$ cat config.mk
export PLATFORM = sky130hd
export DESIGN_NAME = push_pop_conditioner
export DESIGN_NICKNAME = d
export VERILOG_FILES = /design/src/rtl/stack_pkg.sv /design/src/rtl/debounce_channel.sv /design/src/rtl/push_pop_conditioner.sv
export SDC_FILE = /design/constraint.sdc
export NUM_CORES = 1
export LEC_CHECK = 0
export ABC_AREA = 1
export CORE_ASPECT_RATIO = 0.75
export CORE_MARGIN = 4
export CORE_UTILIZATION = 30
export CTS_BUF_LIST = sky130_fd_sc_hd__clkbuf_8
export CTS_CLUSTER_SIZE = 24
export DETAILED_ROUTE_END_ITERATION = 16
export PLACE_DENSITY = 0.53
export SLEW_MARGIN = 40
export SYNTH_ARGS = -nofsm -noshare
export SYNTH_HDL_FRONTEND = slang
export SYNTH_HIERARCHICAL = 1
export SYNTH_SLANG_ARGS = --single-unit
$ cat constraint.sdc
create_clock -name Clk -period 1.8 [get_ports Clk]
set_input_delay 0.18 -clock Clk [delete_from_list [all_inputs] [get_ports Clk]]
set_output_delay 0.18 -clock Clk [all_outputs]
set_load 0.005 [all_outputs]
$ cat src/rtl/stack_pkg.sv
// Shared definitions for the stack front end.
//
// Contents:
//   dbc_state_t              - debounce channel FSM state encoding
//   DEFAULT_DEBOUNCE_CYCLES  - stable cycles needed to accept a level change
//                              (10 ms at 100 MHz)
package stack_pkg;

  typedef enum logic [1:0] {
    IDLE         = 2'd0,
    PRESS_WAIT   = 2'd1,
    HELD         = 2'd2,
    RELEASE_WAIT = 2'd3
  } dbc_state_t;

  localparam int DEFAULT_DEBOUNCE_CYCLES = 1_000_000;

endpackage

$ cat src/rtl/debounce_channel.sv
// One button channel: 2-FF synchronizer, debounce FSM with stable-cycle
// counter, and a one-cycle raw pulse when a press is accepted.
//
// Ports:
//   Clk    - system clock
//   Reset  - synchronous, active-high reset
//   Btn    - raw asynchronous, bouncy button level
//   pulse  - combinational, high for the cycle in which the press is
//            accepted (the edge closing that cycle moves the FSM to HELD)
//
// The FSM state is held in the signal 'state' so it can be probed directly.
module debounce_channel
  import stack_pkg::*;
#(
  parameter int DEBOUNCE_CYCLES = DEFAULT_DEBOUNCE_CYCLES,
  parameter int CNT_WIDTH       = $clog2(DEBOUNCE_CYCLES)
) (
  input  logic Clk,
  input  logic Reset,
  input  logic Btn,
  output logic pulse
);

  localparam logic [CNT_WIDTH-1:0] CNT_LAST = CNT_WIDTH'(DEBOUNCE_CYCLES - 1);

  logic                 sync1;
  logic                 s;
  dbc_state_t           state;
  dbc_state_t           state_next;
  logic [CNT_WIDTH-1:0] cnt;
  logic [CNT_WIDTH-1:0] cnt_next;

  always_ff @(posedge Clk) begin
    if (Reset) begin
      sync1 <= 1'b0;
      s     <= 1'b0;
      state <= IDLE;
      cnt   <= '0;
    end else begin
      sync1 <= Btn;
      s     <= sync1;
      state <= state_next;
      cnt   <= cnt_next;
    end
  end

  // The counter is cleared on every state change, so in a wait state it
  // holds the number of stable cycles seen so far beyond the first.
  always_comb begin
    state_next = state;
    cnt_next   = cnt;
    pulse      = 1'b0;
    case (state)
      IDLE: begin
        if (s) begin
          state_next = PRESS_WAIT;
          cnt_next   = '0;
        end
      end
      PRESS_WAIT: begin
        if (!s) begin
          state_next = IDLE;
          cnt_next   = '0;
        end else if (cnt == CNT_LAST) begin
          state_next = HELD;
          cnt_next   = '0;
          pulse      = 1'b1;
        end else begin
          cnt_next = cnt + 1'b1;
        end
      end
      HELD: begin
        if (!s) begin
          state_next = RELEASE_WAIT;
          cnt_next   = '0;
        end
      end
      RELEASE_WAIT: begin
        // Release is debounced like a press but never emits a pulse.
        if (s) begin
          state_next = HELD;
          cnt_next   = '0;
        end else if (cnt == CNT_LAST) begin
          state_next = IDLE;
          cnt_next   = '0;
        end else begin
          cnt_next = cnt + 1'b1;
        end
      end
      default: begin
        state_next = IDLE;
        cnt_next   = '0;
      end
    endcase
  end

endmodule

$ cat src/rtl/push_pop_conditioner.sv
// Turns the raw PUSH/POP buttons into clean single-cycle strobes for the
// stack controller. Each button gets its own debounce channel; a small
// arbiter makes sure Push and Pop are never high in the same cycle.
//
// Ports:
//   Clk      - system clock (only clock)
//   Reset    - synchronous, active-high reset
//   PushBtn  - raw PUSH button, asynchronous and bouncy
//   PopBtn   - raw POP button, asynchronous and bouncy
//   Push     - registered one-cycle strobe per accepted PUSH press
//   Pop      - registered one-cycle strobe per accepted POP press
//
// Push and Pop are fire-and-forget strobes: there is no valid/ready
// handshake and no back-pressure; the consumer must act in the strobe cycle.
module push_pop_conditioner
  import stack_pkg::*;
#(
  parameter int DEBOUNCE_CYCLES = DEFAULT_DEBOUNCE_CYCLES,
  parameter int CNT_WIDTH       = $clog2(DEBOUNCE_CYCLES)
) (
  input  logic Clk,
  input  logic Reset,
  input  logic PushBtn,
  input  logic PopBtn,
  output logic Push,
  output logic Pop
);

  logic push_pulse;
  logic pop_pulse;
  logic pop_pending;

  debounce_channel #(
    .DEBOUNCE_CYCLES(DEBOUNCE_CYCLES),
    .CNT_WIDTH      (CNT_WIDTH)
  ) u_push_ch (
    .Clk  (Clk),
    .Reset(Reset),
    .Btn  (PushBtn),
    .pulse(push_pulse)
  );

  debounce_channel #(
    .DEBOUNCE_CYCLES(DEBOUNCE_CYCLES),
    .CNT_WIDTH      (CNT_WIDTH)
  ) u_pop_ch (
    .Clk  (Clk),
    .Reset(Reset),
    .Btn  (PopBtn),
    .pulse(pop_pulse)
  );

  // On a collision Push wins and Pop is deferred by exactly one cycle.
  // A fresh push or pop pulse cannot land on the deferred cycle because
  // each channel needs at least two stable cycles between pulses.
  always_ff @(posedge Clk) begin
    if (Reset) begin
      Push        <= 1'b0;
      Pop         <= 1'b0;
      pop_pending <= 1'b0;
    end else begin
      Push        <= push_pulse;
      Pop         <= pop_pending | (pop_pulse & ~push_pulse);
      pop_pending <= push_pulse & pop_pulse;
    end
  end

endmodule

Word level (Yosys, flattened, before mapping)
Index checks and enable logic that the tools add are counted.
{ "word_totals": {"register_bits": 51, "in_bits": 4, "output_inout_bits": 2, "word_cells": 71} }
{ "classes": {"addsub": 2, "eq_ne": 16, "n_mux": 32, "n_bitwise": 4, "n_reduce_logical": 6} }
{ "op_table": {"columns": ["op", "n"], "rows": [
  ["$mux W20", 10],
  ["$pmux W20 S4", 2],
  ["$add A20 B1 Y20 const B", 2],
  ["$eq A20 B20 Y1 const B", 2],
  ["$mux W2", 12],
  ["$pmux W2 S4", 2],
  ["$eq A2 B2 Y1 const B", 4],
  ["$reduce_and A4 Y1", 2],
  ["$mux W1", 6],
  ["$ne A3 B1 Y1 const B", 2],
  ["$ne A3 B3 Y1 const B", 2],
  ["$eq A2 B1 Y1 const B", 2],
  ["$logic_not A2 Y1", 2],
  ["$ne A2 B1 Y1 const B", 2],
  ["$ne A2 B2 Y1 const B", 2],
  ["$reduce_and A2 Y1", 2],
  ["$and A1 B1 Y1", 2],
  ["$not A1 Y1", 1],
  ["$or A1 B1 Y1", 1]
]} }

Depth between registers and ports, before layout
Gate-level depths: netlist of the first run.
{ "logic_depth": {"ltp_word": 7, "mapped_depth": 10, "mapped_depth_nobuf": 9} }

Cells and area by module
The synthesis of the first run kept the hierarchy.
{ "by_module_without_submodules": {"columns": ["mod", "n_inst", "cells_per_inst", "area_per_inst_um2", "seq_area_each_um2"], "rows": [
  ["debounce_channel", 2, 224, 1422.6, 480.5],
  ["push_pop_conditioner", 1, 10, 93.8, 60.1]
]} }

Least setup slack after synthesis of the first run
No wires, ideal clock.
{ "synth_path": {"path_type": "register to register", "startpoint": "register u_pop_ch.cnt[0]", "endpoint": "register u_pop_ch.cnt[0]", "setup_ns": 0.115, "arrival_ns": 1.337, "required_ns": 1.685, "slack_ns": 0.348, "path_stages_with_launch": 9, "n_path_buf": 1, "period_less_slack_ns": 1.452, "path_cell_list": "dfxtp_1 > ha_1 > nand3_2 > nor2_4 > nand3_2 > nand2_4 > inv_4 > buf_6 > o21a_1"} }
{ "synth_between": {"elab_chain_len": 4, "elab_cells_between_ends": 6, "classes_between": "add/sub: 1; eq/ne: 1; mux: 4"} }
{ "synth_lines": {"columns": ["item", "line_no", "text"], "rows": [
  ["start: declaration", "debounce_channel.sv:30", "logic [CNT_WIDTH-1:0] cnt;"],
  ["start signal: assignment", "debounce_channel.sv:43", "cnt <= cnt_next;"],
  ["$add A20 B1 Y20 or $eq A20 B20 Y1 (tied branches)", null, null],
  ["$mux W20 (*)", "debounce_channel.sv:64, debounce_channel.sv:83", null],
  ["$mux W20 (on tied branches)", "debounce_channel.sv:80, debounce_channel.sv:61", null],
  ["$pmux W20 S4 (*)", "debounce_channel.sv:53", "case (state)"]
]} }
Mark *: on every way between the ends. The rest lies on a longest branch, timed or not.
A chain may end at the register's enable or synchronous reset.

Final worst setup path of the first run
{ "layout_path": {"startpoint": "register u_push_ch.cnt[7]", "endpoint": "register Pop"} }
{ "layout_between": {"elab_chain_len": 7} }
{ "layout_lines": {"columns": ["item", "line_no", "text"], "rows": [
  ["start: declaration", "debounce_channel.sv:30", null],
  ["start signal: assignment", "debounce_channel.sv:43", null],
  ["$eq A20 B20 Y1", "debounce_channel.sv:64", "end else if (cnt == CNT_LAST) begin"],
  ["$mux W1", "debounce_channel.sv:64", null],
  ["$mux W1", "debounce_channel.sv:61", "if (!s) begin"],
  ["$mux W1", "debounce_channel.sv:53", null],
  ["named net push_pulse", "push_pop_conditioner.sv:29", "logic push_pulse;"],
  ["$not A1 Y1", "push_pop_conditioner.sv:63", "Pop <= pop_pending | (pop_pulse & ~push_pulse);"],
  ["$and A1 B1 Y1", "push_pop_conditioner.sv:63", null],
  ["$or A1 B1 Y1", "push_pop_conditioner.sv:63", null],
  ["end signal: assignment", "push_pop_conditioner.sv:63", null],
  ["end: declaration", "push_pop_conditioner.sv:26", "output logic Pop"]
]} }
The timed path passes the listed nets, and every way through them passes these cells.

==> results_dict.tcl, run 1 <==
set metrics [dict create \
    cts-htree-levels 2 \
    port_buffers 5 \
    syn-mean-instance-area_um2 6.42 \
    yosysUniqueCellTypes 30 \
    yosysSeqAreaShare_pct 34.7 \
    critPathLaunch "u_push_ch/cnt[7]$_SDFFE_PP0P_" \
    grt_overflow 0 \
    antenna_left 0 \
    synth_top_area_share_pct 34.7 \
    ctsHoldBuffers 0 \
    start_util_pct 31.6 \
    cts_resized 0 \
    cts_setup_buffers 0 \
    yosysTopAreaCell "dfxtp_1" \
    max_slew_margin_pct 75.3 \
    synth_edf_count 0 \
    cts-root-buf "clkbuf_8" \
    syn_nets 464 \
    grt_max_degree 19 \
    endpoint_kind "flop" \
    worst_slack_ps 173 \
    worstPathRequired_ps 2000 \
    n_fill_cell 1050 \
    viasPerCell 4.60 \
    vias 2737 \
    p_comb_share_pct 5.6 \
    cp_max_fo 8 \
    drv_cap 0 \
    post-route-util_pct 34.7 \
    p_leak_uw 0.00105 \
    synthFlopType "dfxtp_1" \
    cp-start-kind "flop" \
    wirelength_um 6800 \
    drive_above_1_share_pct 10.1 \
    numCtsBuffers 5 \
    p_clk_share_pct 34.6 \
    rsz0062_at_grt "no" \
    hpwl_um 5080 \
    worstMarginPinSlew_ps 370 \
    wire_per_inst_um 11.4 \
    internal_power_uw 1440 \
    antenna_found_initial 0 \
    synthCells 458 \
    final_nets 472 \
    peakVddDrop_uv 337 \
    synth_area_um2 2940 \
    cts.clk_slew.worst_paths_ps 100 \
    firstDrtPassIters 4 \
    clk_path_buf_depth 2 \
    grt_use_total_pct 12.4 \
    final_cell_count_no_fill 595 \
    io_pins 6 \
    post-place-cells 587 \
    period_share_pct 90.4 \
    setup_tns_ps 0 \
    ys_seq_elements 51 \
    crit_type "reg2reg" \
    synth.area.top_cells "dfxtp_1, nand2_1, a21oi_1" \
    ys_top_cells_by_count "nand2_1, dfxtp_1, inv_1, nor2_1" \
    clock_sinks 51 \
    post-synth-top-count-cell "nand2_1" \
    antenna_cells 0 \
    min_from "PushBtn" \
    layout_min_cycle_time_ps 1630 \
    power_switching_uw 468 \
    status "finished clean" \
    hp-class "in2reg" \
    cts_tree "done" \
    sw_frac_of_total_pct 24.6 \
    report.final.hold_viol_count 0 \
    power.density_nw_per_um2 590 \
    max_freq_mhz 615 \
    whs_ps 386 \
    cp_data_arrival_time_ps 1830 \
    post-route-drc-count 0 \
    clock_latency_ps 310 \
    grt_pass1_vias 2448 \
    yosys_warnings 6 \
    dieArea_um2 11500 \
    worstReg2RegStart "u_push_ch/cnt[7]$_SDFFE_PP0P_" \
    grt_pass1_wl_um 11600 \
    async_reset_ff_share_pct 0 \
    die_h_um 93.7 \
    area_growth_pct 10.0 \
    die_w_um 122 \
    first_iter_violations 125 \
    pre_cts_ws_ps 204 \
    core_area_um2 9310 \
    fp-row-count 30 \
    skew_ps 14.5 \
    gp_congestion 0.897 \
    setup_viol 0 \
    p_seq_share_pct 59.8 \
    slew_violations 0 \
]
==> worst paths after layout <==
| path | to | slack (ps) | cells after the start |
|---|---|---|---|
| worst max-delay path | Pop$_SDFF_PP0_ | 170 | 8 |
| worst min register to register | u_pop_ch/s$_SDFF_PP0_ | 410 | 2 |
| worst min-delay path | u_push_ch/sync1$_SDFF_PP0_ | 390 | 3 |
| worst max register to register | Pop$_SDFF_PP0_ | 170 | 8 |
==> registers in the layout, indices dropped and copies added (netlist names), named ones only <==
name / flops
u_push_ch/s: 1
u_push_ch/sync1: 1
u_push_ch/cnt: 20
u_pop_ch/s: 1
u_push_ch/state: 1
u_pop_ch/cnt: 20
u_pop_ch/sync1: 1
u_pop_ch/state: 1
pop_pending: 1
Push: 1
Pop: 1
==> stage by stage <==
step / area, µm² / total power (µW)
floorplan: 2940 / 1230
global placement: 3140 / 1280
detailed placement: 3140 / 1280
CTS: 3230 / 1950
global route: 3230 / 2010
finish: 3230 / 1910
==> worst max-delay path: stages (launching register included) <==
cell,delay [ps]
dfxtp_1,400
nor2_2,200
nand3_1,90
nor4_1,280
nand2_1,90
nor3_1,280
inv_2,70
nand2_2,60
a21oi_2,40
==> placed cells by master, fill, tap and decap left out, types with 2 or more instances in the layout <==
cell type,count
o21a_1,2
nor2_2,7
clkdlybuf4s50_1,5
inv_4,2
clkbuf_8,5
o21ai_0,20
o22ai_1,2
clkinvlp_4,2
nor2_1,42
nor3_1,12
or2_4,2
o21bai_1,2
nand2_2,3
buf_4,6
nand2_4,2
nand4_1,4
nand2_1,137
clkinv_1,2
xnor2_1,6
nand3_1,40
dfxtp_1,50
a21oi_1,40
and3_1,2
inv_2,3
nor4_1,2
nor2_4,5
nand3_2,4
inv_1,51
a21oi_4,2
==> metal layers <==
layer  vias to the layer above  GRT usage [%]  part of all wire (%)
li1                       1476              -                     -
met1                      1205           19.4                    57
met2                        51           17.1                    37
met4                         0           3.17                  0.84
met3                         5           2.23                   4.6
met5                         -              0                     0
==> final cells by class <==
| cell class | instances | area (µm²) | area share [%] |
|---|---|---|---|
| Multi-Input combinational cell | 339 | 1650 | 50.9 |
| Timing Repair Buffer | 11 | 95.1 | 2.94 |
| Clock buffer | 5 | 68.8 | 2.13 |
| Clock inverter | 3 | 20.0 | 0.619 |
| Inverter | 58 | 223 | 6.89 |
| Sequential cell | 51 | 1020 | 31.6 |
| Tap cell | 128 | 160 | 4.95 |
==> power groups by stage <==
stage | sequential (µW) | clock (µW) | combinational (µW)
after floorplan | 1170 | 0 | 66.9
final | 1140 | 659 | 107
after detailed placement | 1170 | 0 | 109
after global placement | 1170 | 0 | 109
after global routing | 1140 | 743 | 121
after CTS | 1140 | 699 | 110
==> kinds of logic after synthesis <==
group / count (synthesis) / synth area share [%]
and+or+nand+nor: 262 / 40.0
AOI/OAI and AO/OA: 69 / 13.1
buffers and inverters: 68 / 9.54
DFF: 51 / 34.7
xor gates and xnor gates: 6 / 1.79
adders and majority gates: 2 / 0.851
No activity file was read; power rests on OpenSTA's default activity.
==> run 2, diff against run 1 <==
--- a/config.mk
+++ b/config.mk
@@ -13,7 +13,7 @@
 export CTS_CLUSTER_SIZE = 24
 export DETAILED_ROUTE_END_ITERATION = 16
 export PLACE_DENSITY = 0.53
-export SLEW_MARGIN = 40
+export SKIP_LAST_GASP = 1
 export SYNTH_ARGS = -nofsm -noshare
 export SYNTH_HDL_FRONTEND = slang
 export SYNTH_HIERARCHICAL = 1
==> run 2 against run 1 <==
Compared with the run above:
- combinational power about the same
- sequential share of layout area about the same
- first-iteration DRC count decreased by 2.4%
- sequential power about the same
- total power about the same
- highest routed layer unchanged
- global-route usage unchanged
- core utilization about the same
- setup slack improved by 4.8 ps
- routed wire length decreased by 0.19%
- clock skew about the same
==> results_dict.tcl, run 2 (same netlist as run 1, synthesis figures left out) <==
set metrics [dict create \
    max_slew_margin_pct 75.3 \
    clock_latency_ps 310 \
    rrSetupSlack_ps 180 \
    cts.clk_slew.worst_paths_ps 100 \
    setup_tns_ps 0 \
    p_leak_uw 0.00106 \
    post-route-drc-count 0 \
    antenna_left 0 \
    max_freq_mhz 616 \
    cts_tree "done" \
    numCtsBuffers 5 \
    fp-row-count 30 \
    antenna_found_initial 0 \
    whs_ps 386 \
    core_area_um2 9310 \
    reg.largest.list "u_pop_ch/cnt: 20 flops, u_push_ch/cnt: 20 flops" \
    cp_data_arrival_time_ps 1830 \
    final_nets 472 \
    io_pins 6 \
    layout_commonest_cell "nand2_1" \
    hpwl_um 5080 \
    cts_setup_buffers 0 \
    worstPathRequired_ps 2000 \
    n_fill_cell 1051 \
    setup_viol 0 \
    cts-root-buf "clkbuf_8" \
    grt_use_total_pct 12.4 \
    cts-htree-levels 2 \
    peakVddDrop_uv 337 \
    start_util_pct 31.6 \
    drv_cap 0 \
    area_growth_pct 9.96 \
    mostFrequentLayoutCells "nand2_1, inv_1, dfxtp_1, nor2_1" \
    report.final.hold_viol_count 0 \
    crit_type "reg2reg" \
    wire_per_inst_um 11.4 \
    status "finished clean" \
    whs_endpoint "u_push_ch/sync1$_SDFF_PP0_" \
    slowest_delay_ps 400 \
    first_iter_violations 122 \
    hold_depth 3 \
    antenna_cells 0 \
    period_share_pct 90.1 \
    viasPerCell 4.61 \
    port_buffers 5 \
    grt_pass1_wl_um 11600 \
    ff2ff_path_depth 8 \
    drive_above_1_share_pct 9.85 \
    r2r-end "Pop$_SDFF_PP0_" \
    wirelength_um 6790 \
    clock_sinks 51 \
    vias 2743 \
    die_w_um 122 \
    post-place-cells 587 \
    grt_max_degree 19 \
    gp_congestion 0.897 \
    grt_pass1_vias 2448 \
    ctsHoldBuffers 0 \
    skew_ps 14.1 \
    final_cell_count_no_fill 595 \
    cts_resized 0 \
    worstMarginPinSlew_ps 369 \
    dieArea_um2 11500 \
    firstDrtPassIters 7 \
    critPathSlowestCell "dfxtp_1" \
    power.density_nw_per_um2 590 \
    die_h_um 93.7 \
    cp-start-kind "flop" \
    hp-class "in2reg" \
    slew_violations 0 \
    layout_min_cycle_time_ps 1620 \
    cp_max_fo 8 \
    min_from "PushBtn" \
    grt_overflow 0 \
    rsz0062_at_grt "yes" \
    endpoint_kind "flop" \
    worstReg2RegStart "u_push_ch/cnt[7]$_SDFFE_PP0P_" \
    cp_cell_sequence "nor2_2 -> nand3_1 -> nor4_1 -> nand2_1 -> nor3_1 -> inv_2 -> nand2_2 -> a21oi_2" \
    clk_path_buf_depth 2 \
]
run 2: cell count changes in the layout (fill, tap and decap cells not counted):
cell	previous run	this run
ha_1	1	2
ha_2	1	0
run 2: report_power, final:
part           switching [µW]  leakage, µW  internal [µW]  total (µW)
registers                5.20     0.000412           1140        1140
logic                    75.5     0.000603           31.0         106
clock network             387    0.0000402            271         659
total                     468      0.00106           1440        1910
run 2: worst max-delay path by stage:
stage                             startpoint                       endpoint  cells after the start
6_report       u_push_ch/cnt[7]$_SDFFE_PP0P_                 Pop$_SDFF_PP0_                      8
5_1_grt         u_pop_ch/cnt[0]$_SDFFE_PP0P_  u_pop_ch/cnt[14]$_SDFFE_PP0P_                      9
3_3_place_gp   u_push_ch/cnt[9]$_SDFFE_PP0P_                 Pop$_SDFF_PP0_                      9
3_5_place_dp   u_push_ch/cnt[7]$_SDFFE_PP0P_                 Pop$_SDFF_PP0_                      8
2_1_floorplan   u_pop_ch/cnt[0]$_SDFFE_PP0P_   u_pop_ch/cnt[0]$_SDFFE_PP0P_                      8
4_1_cts        u_push_ch/cnt[7]$_SDFFE_PP0P_                 Pop$_SDFF_PP0_                      8
run 2: layout make-up:
| cell class | instances | area (µm²) | share of cell area [%] |
|---|---|---|---|
| clock buffer | 5 | 68.8 | 2.13 |
| clock inverter | 3 | 20.0 | 0.619 |
| inverter | 58 | 223 | 6.89 |
| multi-input combinational | 339 | 1640 | 50.8 |
| sequential | 51 | 1020 | 31.6 |
| tap | 128 | 160 | 4.96 |
| timing repair buffer | 11 | 95.1 | 2.94 |
run 2: through the flow:
stage | utilization (%) | setup WS (ps) | total power (µW) | instance area, µm²
final | 34.7 | 178 | 1910 | 3230
after global routing | 34.7 | -13.9 | 2010 | 3230
after CTS | 34.7 | 182 | 1950 | 3230
after detailed placement | 33.7 | 204 | 1280 | 3140
after global placement | 33.7 | 167 | 1280 | 3140
after floorplan | - | 348 | 1230 | 2940
run 2: worst max-delay path, delay by kind of cell, from the launching register on:
| family | cells | cell delay (ps) |
|---|---|---|
| AOI/OAI and AO/OA | 1 | 40 |
| and+or+nand+nor | 6 | 1000 |
| buffers and inverters | 1 | 70 |
| DFF | 1 | 400 |
run 2: metal layers:
layer	GRT usage (%)	up-vias	share of wire, %
met5	0	-	0
met4	3.17	0	0.84
met3	2.23	5	4.4
met2	17.1	57	37
met1	19.4	1204	58
li1	-	1477	-
